===== src/rtl/exec_sequencer_if.sv =====
// exec_sequencer_if: groups the request, Control-handshake, breakpoint and
// status signals of the run/step/halt sequencer into one bundle.
// The master side drives requests and Control feedback and receives status.
// The slave side is the sequencer itself.
interface exec_sequencer_if #(
  parameter int CNT_W = 16,
  parameter int PC_W  = 9
);
  logic             run_req;
  logic             step_req;
  logic             halt_req;
  logic             instr_done;
  logic             halt_instr;
  logic [PC_W-1:0]  pc;
  logic [PC_W-1:0]  bp_addr;
  logic             bp_valid;
  logic             cpu_en;
  logic             running;
  logic             halted;
  logic             fault;
  logic             bp_hit;
  logic [1:0]       state;
  logic [CNT_W-1:0] instr_count;

  modport master (
    output run_req, step_req, halt_req, instr_done, halt_instr,
           pc, bp_addr, bp_valid,
    input  cpu_en, running, halted, fault, bp_hit, state, instr_count
  );

  modport slave (
    input  run_req, step_req, halt_req, instr_done, halt_instr,
           pc, bp_addr, bp_valid,
    output cpu_en, running, halted, fault, bp_hit, state, instr_count
  );
endinterface


===== src/rtl/exec_sequencer.sv =====
// exec_sequencer: turns sanitized run/step/halt button pulses into the
// registered clock-enable for Control, counts retired instructions and
// forces HALTED on a halt opcode or on an instruction that never finishes.
// Define EXEC_BP_EN to compile in the PC breakpoint comparator; without it
// pc/bp_addr/bp_valid are ignored and bp_hit stays 0.
module exec_sequencer #(
  parameter int CNT_W   = 16,
  parameter int TIMEOUT = 64,
  parameter int PC_W    = 9
) (
  input  logic            CLOCK_50,
  input  logic            reset,
  exec_sequencer_if.slave bus
);

  localparam int               TMR_W    = $clog2(TIMEOUT + 1);
  localparam logic [CNT_W-1:0] CNT_MAX  = '1;
  localparam logic [TMR_W-1:0] TMR_LAST = TMR_W'(TIMEOUT - 1);

  typedef enum logic [1:0] {
    IDLE   = 2'b00,
    RUN    = 2'b01,
    STEP   = 2'b10,
    HALTED = 2'b11
  } state_t;

  state_t           state_q, state_d;
  logic             pause_q, pause_d;
  logic             fault_q, fault_d;
  logic             bp_hit_q, bp_hit_d;
  logic             cpu_en_q;
  logic             halted_q;
  logic [TMR_W-1:0] timer_q, timer_d;
  logic [CNT_W-1:0] count_q, count_d;
  logic             done_en;
  logic             halt_en;
  logic             timeout_hit;
  logic             bp_match;

`ifdef EXEC_BP_EN
  logic [PC_W-1:0] pc_diff;
  assign pc_diff  = bus.pc ^ bus.bp_addr;
  assign bp_match = bus.bp_valid && (pc_diff == '0);
`else
  logic [PC_W:0] unused_bp;
  assign unused_bp = {bus.bp_valid, bus.pc ^ bus.bp_addr};
  assign bp_match  = 1'b0;
`endif

  // Control feedback only means something while Control is enabled.
  assign done_en     = cpu_en_q && bus.instr_done;
  assign halt_en     = cpu_en_q && bus.halt_instr;
  assign timeout_hit = cpu_en_q && !bus.instr_done && (timer_q == TMR_LAST);

  // Next-state, pause/fault/breakpoint flags, stall timer and retire counter.
  always_comb begin
    state_d  = state_q;
    pause_d  = pause_q;
    fault_d  = fault_q;
    bp_hit_d = bp_hit_q;
    timer_d  = '0;
    count_d  = count_q;

    if (cpu_en_q && !bus.instr_done) begin
      timer_d = timer_q + TMR_W'(1);
    end

    if (done_en && (count_q != CNT_MAX)) begin
      count_d = count_q + CNT_W'(1);
    end

    case (state_q)
      IDLE: begin
        if (bus.run_req) begin
          state_d  = RUN;
          bp_hit_d = 1'b0;
        end else if (bus.step_req) begin
          state_d  = STEP;
          bp_hit_d = 1'b0;
        end
      end
      RUN: begin
        if (halt_en) begin
          state_d = HALTED;
          pause_d = 1'b0;
        end else if (timeout_hit) begin
          state_d = HALTED;
          fault_d = 1'b1;
          pause_d = 1'b0;
        end else if (done_en && (pause_q || bp_match)) begin
          state_d = IDLE;
          pause_d = 1'b0;
          if (bp_match) begin
            bp_hit_d = 1'b1;
          end
        end else if (bus.halt_req || bus.step_req) begin
          pause_d = 1'b1;
        end
      end
      STEP: begin
        if (halt_en) begin
          state_d = HALTED;
        end else if (timeout_hit) begin
          state_d = HALTED;
          fault_d = 1'b1;
        end else if (done_en) begin
          state_d = IDLE;
        end
      end
      HALTED: begin
        state_d = HALTED;
      end
      default: begin
        state_d = IDLE;
      end
    endcase
  end

  // State and status registers; outputs are decoded from next state so they
  // line up with the state register on the same edge.
  always_ff @(posedge CLOCK_50) begin
    if (reset) begin
      state_q  <= IDLE;
      pause_q  <= 1'b0;
      fault_q  <= 1'b0;
      bp_hit_q <= 1'b0;
      cpu_en_q <= 1'b0;
      halted_q <= 1'b0;
      timer_q  <= '0;
      count_q  <= '0;
    end else begin
      state_q  <= state_d;
      pause_q  <= pause_d;
      fault_q  <= fault_d;
      bp_hit_q <= bp_hit_d;
      cpu_en_q <= (state_d == RUN) || (state_d == STEP);
      halted_q <= (state_d == HALTED);
      timer_q  <= timer_d;
      count_q  <= count_d;
    end
  end

  assign bus.cpu_en      = cpu_en_q;
  assign bus.running     = cpu_en_q;
  assign bus.halted      = halted_q;
  assign bus.fault       = fault_q;
  assign bus.bp_hit      = bp_hit_q;
  assign bus.state       = state_q;
  assign bus.instr_count = count_q;

endmodule


===== src/flat_wrapper.sv =====
// flat-port wrapper written by rule: the top's interface ports become plain ports
module exec_sequencer_flat 
#(
  parameter int CNT_W   = 16,
  parameter int TIMEOUT = 64,
  parameter int PC_W    = 9
)
  (CLOCK_50, reset, bus_run_req, bus_step_req, bus_halt_req, bus_instr_done, bus_halt_instr, bus_pc, bus_bp_addr, bus_bp_valid, bus_cpu_en, bus_running, bus_halted, bus_fault, bus_bp_hit, bus_state, bus_instr_count);
  exec_sequencer_if #(.CNT_W(CNT_W), .PC_W(PC_W)) bus_i ();
  input  logic CLOCK_50;
  input  logic reset;
  input wire logic [$bits(bus_i.run_req)-1:0] bus_run_req;
  input wire logic [$bits(bus_i.step_req)-1:0] bus_step_req;
  input wire logic [$bits(bus_i.halt_req)-1:0] bus_halt_req;
  input wire logic [$bits(bus_i.instr_done)-1:0] bus_instr_done;
  input wire logic [$bits(bus_i.halt_instr)-1:0] bus_halt_instr;
  input wire logic [$bits(bus_i.pc)-1:0] bus_pc;
  input wire logic [$bits(bus_i.bp_addr)-1:0] bus_bp_addr;
  input wire logic [$bits(bus_i.bp_valid)-1:0] bus_bp_valid;
  output wire logic [$bits(bus_i.cpu_en)-1:0] bus_cpu_en;
  output wire logic [$bits(bus_i.running)-1:0] bus_running;
  output wire logic [$bits(bus_i.halted)-1:0] bus_halted;
  output wire logic [$bits(bus_i.fault)-1:0] bus_fault;
  output wire logic [$bits(bus_i.bp_hit)-1:0] bus_bp_hit;
  output wire logic [$bits(bus_i.state)-1:0] bus_state;
  output wire logic [$bits(bus_i.instr_count)-1:0] bus_instr_count;
  assign bus_i.run_req = bus_run_req;
  assign bus_i.step_req = bus_step_req;
  assign bus_i.halt_req = bus_halt_req;
  assign bus_i.instr_done = bus_instr_done;
  assign bus_i.halt_instr = bus_halt_instr;
  assign bus_i.pc = bus_pc;
  assign bus_i.bp_addr = bus_bp_addr;
  assign bus_i.bp_valid = bus_bp_valid;
  assign bus_cpu_en = bus_i.cpu_en;
  assign bus_running = bus_i.running;
  assign bus_halted = bus_i.halted;
  assign bus_fault = bus_i.fault;
  assign bus_bp_hit = bus_i.bp_hit;
  assign bus_state = bus_i.state;
  assign bus_instr_count = bus_i.instr_count;
  exec_sequencer #(.CNT_W(CNT_W), .TIMEOUT(TIMEOUT), .PC_W(PC_W)) u_core (.CLOCK_50(CLOCK_50), .reset(reset), .bus(bus_i));
endmodule

===== config.mk =====
export PLATFORM = sky130hd
export DESIGN_NAME = exec_sequencer_flat
export DESIGN_NICKNAME = d
export VERILOG_FILES = /design/src/rtl/exec_sequencer_if.sv /design/src/rtl/exec_sequencer.sv /design/src/flat_wrapper.sv
export SDC_FILE = /design/constraint.sdc
export NUM_CORES = 1
export LEC_CHECK = 0
export ABC_AREA = 1
export CAP_MARGIN = 10
export CORE_UTILIZATION = 50
export DETAILED_ROUTE_END_ITERATION = 7
export HOLD_SLACK_MARGIN = 0.06
export PLACE_DENSITY = 0.89
export SLEW_MARGIN = 20
export SYNTH_ARGS = -nofsm -noshare
export SYNTH_HDL_FRONTEND = slang
export SYNTH_SLANG_ARGS = --single-unit
export TNS_END_PERCENT = 5

===== constraint.sdc =====
create_clock -name CLOCK_50 -period 3.6 [get_ports CLOCK_50]
set_clock_uncertainty 0.15 [all_clocks]
set_input_delay 0.54 -clock CLOCK_50 [delete_from_list [all_inputs] [get_ports CLOCK_50]]
set_output_delay 0.54 -clock CLOCK_50 [all_outputs]
set_load 0.005 [all_outputs]

==> run summary, run 1 <==
Int Pwr - 562.4 uW
CTS sink count - 29
Sw power - 311.0 uW
Crit path DAT - 2.23 ns
CTS clk-pin slew, worst paths - 0.10 ns
Number of global-route vias before repair - 1,380
H-tree levels - 2
I/O Buffers - 28
Num rows - 20
Largest net degree at the start of global routing - 19
Routed WL - 3.274 mm
Cts repair resizes - 0
Clk Latency, worst-skew pair - 0.33 ns
Fin util - 64.51%
Status - completed
Initial Util - 53.11%
Leakage - 0.7690 nW
CP Class - primary input to register
Core ar. - 3053 sq um
Gr ovfl total - 0
Vias - 1,534
Max-cap violation count - 0
Mapped Cells - 232
Hold Vio Cnt, Final - 0
CP Capture Type - register
Seq/Total Area, Yosys - 35.80%
Share of the synthesized area in the top cell type - 35.80%
Design area - 1969 sq um
HPWL Detailed - 2.420 mm
VDD IR max - 223.7 uV
Power share of the clock group - 21.5%
Antenna violations before repair - 0
Post-synth design cell area - 1622 sq um
Warnings from Yosys - 0
Max-slew violation count - 0
Worst EP required - 3.67 ns
Register Area - 580.6 sq um
Setup violations, final - 0
Syn Nets - 265
Peak Freq - 0.4632 GHz
CTS root buf - clkbuf_4
Io pins - 49
Yosys reg bits - 29
Post-synthesis cell type count - 27
First drt pass iteration count - 4
Top cell type by total area after synthesis - dfxtp_1
Placed instance area - 1914 sq um
Min Clock Period, post-route - 2.159 ns
Hold slack - 0.3093 ns
Fillers - 273
Unrepaired setup endpoints after global routing - no
# hold bufs at CTS - 0
Sequential Power Share - 44.1%
HP Class - register to register
Clk buf depth - 2
Via density - 4.981
Comb pwr share - 34.4%
Syn avg cell area - 6.989 sq um
Area added between synthesis and finish - 21.45%
Global-route wire length before repair - 5.727 mm
Postcts setup bufs - 0
TNS Setup - 0 ns
Switching Fraction - 35.61%
Ranking of synthesized cells by area - dfxtp_1, nand2_1, nor2_1
Post-DR wirelength/cell - 10.63 microns
All-Layer GR Usage - 21.84%
Final critical-path share of the clock period - 59.97%
Inst Count DP - 300
Layout cells sized above 1 - 9.091%
Worst setup SP type - primary input
CTS Buf Count - 5
Footprint of the multi-input gates - 878.3 sq um
Die area - 3475 sq um
Ant. Diodes - 0
Total power - 873.4 uW
CTS tree - done
Nets - 296
Crit path max fanout - 5
Pwr dens - 443.5 nW/um^2
Detail Route Antenna Nets - 0
Post-route insts no fill - 308
Fin worst setup slack - 1.441 ns
Die X - 58.95 microns
GP Congestion - 0.8777
Place WS - 1.109 ns
Die Y-Extent - 58.95 microns
1st-iter DRT viols - 100
Post-route DRC - 0
critical path, stage by stage:
cell	delay [ns]
clkdlybuf4s50_1	0.48
nand2_1	0.07
inv_1	0.20
nand2_1	0.13
nand2_1	0.08
nand3_1	0.08
nand2_1	0.07
nand4_1	0.07
nand2_1	0.09
inv_1	0.05
ha_1	0.28
inv_1	0.05
nor2_1	0.03
worst paths after layout:
check | start | endpoint | slack [ns] | depth (start not counted)
max reg2reg | u_core.bus.instr_count[0] | u_core.bus.instr_count[2] | 1.61 | 9
min reg2reg | u_core.timer_q[0] | u_core.timer_q[0] | 0.31 | 1
min | u_core.timer_q[0] | u_core.timer_q[0] | 0.31 | 1
max | bus_instr_done | u_core.bus.cpu_en | 1.44 | 13
Yosys cell counts, drive strengths merged:
| cell type | number |
|---|---|
| or2 | 1 |
| ha | 7 |
| o21ai | 9 |
| nor2 | 31 |
| nor3b | 2 |
| xnor2 | 1 |
| nand2 | 62 |
| a21oi | 16 |
| inv | 29 |
| nand3 | 15 |
| conb | 1 |
| clkinv | 1 |
| xor2 | 6 |
| o21a | 2 |
| nand4 | 6 |
| nor3 | 9 |
| buf | 5 |
| dfxtp | 29 |
power by group through the flow:
stage	clock network [mW]	logic (mW)	registers (mW)
after detailed placement	0	0.304	0.392
after global routing	0.207	0.349	0.390
after floorplan	0	0.209	0.389
after global placement	0	0.294	0.392
final	0.188	0.301	0.385
after CTS	0.194	0.306	0.385
flip-flops by register name, indices dropped and copies added (netlist names):
| name | flops |
|---|---|
| u_core.pause_q | 1 |
| u_core.bus.fault | 1 |
| u_core.bus.cpu_en | 1 |
| u_core.timer_q | 7 |
| u_core.bus.halted | 1 |
| u_core.bus.state | 2 |
| u_core.bus.instr_count | 16 |
cells by family after synthesis:
group	after synthesis	share of synthesized area, %
fa+ha+maj	7	5.401
other cells	1	0.2313
compound gates	27	10.26
flops	29	35.80
xor+xnor	7	3.781
buf+inv	35	10.03
simple gates	126	34.49
area by class of cell:
class	instances	share of cell area, %
Clock buffer	5	1.906
Clock inverter	3	0.8895
Inverter	30	5.718
Multi-Input combinational cell	168	44.60
Sequential cell	29	29.48
Tap cell	44	2.795
Timing Repair Buffer	29	14.61
per-layer routing:
layer	track usage (%)	part of all wire [%]
met5	0	0
met4	9.864	2.1
met1	26.19	44
met2	37.66	49
met3	4.176	5.3
cells in the final DEF, fill, tap and decap left out, drive strengths merged, types with 2 or more instances in the layout:
| master | n |
|---|---|
| nor2 | 31 |
| clkdlybuf4s50 | 28 |
| ha | 7 |
| inv | 29 |
| nor3 | 9 |
| nor3b | 2 |
| a21oi | 16 |
| nand4 | 6 |
| nand3 | 15 |
| xor2 | 6 |
| clkinv | 3 |
| clkbuf | 5 |
| o21ai | 9 |
| dfxtp | 29 |
| o21a | 2 |
| nand2 | 62 |
No activity file was read; power rests on OpenSTA's default activity.
==> run 2, diff against run 1 <==
--- a/config.mk
+++ b/config.mk
@@ -7,10 +7,10 @@
 export LEC_CHECK = 0
 export ABC_AREA = 1
 export CAP_MARGIN = 10
-export CORE_UTILIZATION = 50
+export CORE_UTILIZATION = 42
 export DETAILED_ROUTE_END_ITERATION = 7
 export HOLD_SLACK_MARGIN = 0.06
-export PLACE_DENSITY = 0.89
+export PLACE_DENSITY = 0.81
 export SLEW_MARGIN = 20
 export SYNTH_ARGS = -nofsm -noshare
 export SYNTH_HDL_FRONTEND = slang
==> constraint.sdc (replaced) <==
create_clock -name CLOCK_50 -period 1.85 [get_ports CLOCK_50]
set_clock_uncertainty 0.15 [all_clocks]
set_input_delay 0.2775 -clock CLOCK_50 [delete_from_list [all_inputs] [get_ports CLOCK_50]]
set_output_delay 0.2775 -clock CLOCK_50 [all_outputs]
set_load 0.005 [all_outputs]
==> run summary, run 2 (synthesized netlist as in run 1, its figures left out) <==
Status - completed
Max-cap violation count - 0 (unchanged)
Footprint of the multi-input gates - 940.9 sq um (+7.1%)
CP Class - register to register
First drt pass iteration count - 4 (unchanged)
Placed instance area - 2024 sq um (+5.8%)
Detail Route Antenna Nets - 0 (unchanged)
CTS sink count - 29 (unchanged)
CTS Buf Count - 5 (unchanged)
Max FFs per register - 16 (unchanged)
Worst setup SP type - register
CTS root buf - clkbuf_8
Initial Util - 43.96% (-9.2 points)
Crit path DAT - 1.76 ns (-0.47 ns)
Routed WL - 3.664 mm (+12%)
Place WS - -0.2449 ns (-1.354 ns)
Via density - 4.796 (-3.7%)
Pwr dens - 925.6 nW/um^2 (+110%)
Hold Vio Cnt, Final - 0 (unchanged)
Gr ovfl total - 0 (unchanged)
CTS tree - done
CP Capture Type - register
Clk buf depth - 2 (unchanged)
Commonest non-fill, non-tap cells in the layout - nand2_1, nor2_1, clkdlybuf4s50_1
Post-route insts no fill - 329 (+6.8%)
Clk Latency, worst-skew pair - 0.28 ns (-0.05 ns)
VDD IR max - 507.0 uV (+130%)
H-tree levels - 2 (unchanged)
Fin worst setup slack - 0.1036 ns (-1.338 ns)
Num rows - 22 (+10%)
Comb pwr share - 35.3% (+0.9 points)
Switching Fraction - 32.52% (-3.1 points)
Nets - 313 (+5.7%)
Die X - 64.14 microns (+8.8%)
Antenna violations before repair - 0 (unchanged)
Int Pwr - 1.385 mW (+150%)
Unrepaired setup endpoints after global routing - yes
Sw power - 667.3 uW (+110%)
All-Layer GR Usage - 19.45% (-2.4 points)
Vias - 1,578 (+2.9%)
Area added between synthesis and finish - 36.73%
Peak Freq - 0.5726 GHz
Hold slack - 0.3252 ns (+0.01590 ns)
Largest net degree at the start of global routing - 14 (-5)
Design area - 2217 sq um (+13%)
Global-route wire length before repair - 6.044 mm (+5.5%)
Die Y-Extent - 64.14 microns (+8.8%)
Die area - 4113 sq um (+18%)
HP Class - register to register
I/O Buffers - 28 (unchanged)
Most common cell after layout, fill and taps aside - nand2_1
CTS clk-pin slew, worst paths - 0.06 ns (-0.04 ns)
1st-iter DRT viols - 45 (-55%)
Post-DR wirelength/cell - 11.14 microns (+4.8%)
Ant. Diodes - 0 (unchanged)
Fillers - 360 (+32%)
Layout cells sized above 1 - 20.28% (+11 points)
Sequential Power Share - 36.6% (-7.5 points)
Register Area - 584.3 sq um (+0.65%)
Setup violations, final - 0 (unchanged)
Worst EP required - 1.87 ns (-1.80 ns)
Leakage - 0.8878 nW (+15%)
Io pins - 49 (unchanged)
Power share of the clock group - 28.1% (+6.6 points)
Core ar. - 3689 sq um (+21%)
HPWL Detailed - 2.606 mm (+7.7%)
Crit path max fanout - 4 (-1)
Inst Count DP - 318 (+6.0%)
Number of global-route vias before repair - 1,432 (+3.8%)
Post-route DRC - 0 (unchanged)
GP Congestion - 0.8903 (+1.4%)
Min Clock Period, post-route - 1.746 ns
TNS Setup - 0 ns (unchanged)
Max-slew violation count - 0 (unchanged)
Final critical-path share of the clock period - 94.40%
run 2: changes by cell type in the layout (fill, tap and decap cells not counted), moves of 3 or more:
cell,before,now
buf_4,1,18
clkbuf_4,5,0
clkbuf_8,0,7
dfxtp_1,29,26
dfxtp_2,0,3
nand2_1,58,54
nand2_2,3,7
nand3_1,14,11
nor2_1,31,28
run 2: path summary, 6_finish.rpt:
check | from | end | slack (ns) | cells past startpoint
min reg2reg | u_core.bus.fault | u_core.bus.fault | 0.33 | 1
max reg2reg | u_core.timer_q[0] | u_core.bus.cpu_en | 0.10 | 14
max | u_core.timer_q[0] | u_core.bus.cpu_en | 0.10 | 14
min | u_core.bus.fault | u_core.bus.fault | 0.33 | 1
run 2: final cells by class:
cell class,count,share of cell area (%)
Sequential cell,29,26.35
Clock buffer,7,4.345
Clock inverter,1,0.2257
Inverter,30,5.079
Tap cell,48,2.709
Timing Repair Buffer,46,18.85
Multi-Input combinational cell,168,42.44
run 2: what timing repair did:
| item | 4_1_cts | 5_1_grt |
|---|---|---|
| pin swaps | 1 | 2 |
| gates cloned | 0 | 0 |
| hold buffers | 0 | 0 |
| endpoints found under the setup margin | 1 | 12 |
| buffers inserted | 1 | 2 |
| resized for setup | 2 | 20 |
run 2: layer usage:
layer | part of all wire (%) | up-vias | GRT usage [%]
li1 | - | 834 | -
met1 | 46 | 708 | 23.32
met2 | 47 | 31 | 30.85
met3 | 5.2 | 5 | 6.071
met4 | 1.8 | 0 | 10.56
met5 | 0 | - | 0
run 2: stage by stage:
step,util (%),total power [mW]
floorplan,-,1.163
global route,60.11,2.227
CTS,58.04,2.032
finish,60.11,2.052
detailed placement,54.88,1.445
global placement,54.88,1.423
run 2: critical path, cell delays in order, from the launching register on:
cell     delay, ns
dfxtp_2       0.36
ha_4          0.15
nand2_2       0.07
nor2_4        0.11
nand3_4       0.09
nand2_2       0.08
inv_1         0.05
nand2_1       0.05
nand2_1       0.05
nand3_2       0.06
nand2_2       0.06
inv_2         0.06
ha_1          0.21
inv_1         0.05
nor2_1        0.03
run 2: power by group through the flow:
| stage | Combinational [mW] | Clock (mW) | Sequential, mW |
|---|---|---|---|
| after detailed placement | 0.686 | 0 | 0.759 |
| after CTS | 0.691 | 0.596 | 0.745 |
| final | 0.725 | 0.576 | 0.751 |
| after global placement | 0.667 | 0 | 0.756 |
| after global routing | 0.842 | 0.628 | 0.758 |
| after floorplan | 0.407 | 0 | 0.756 |
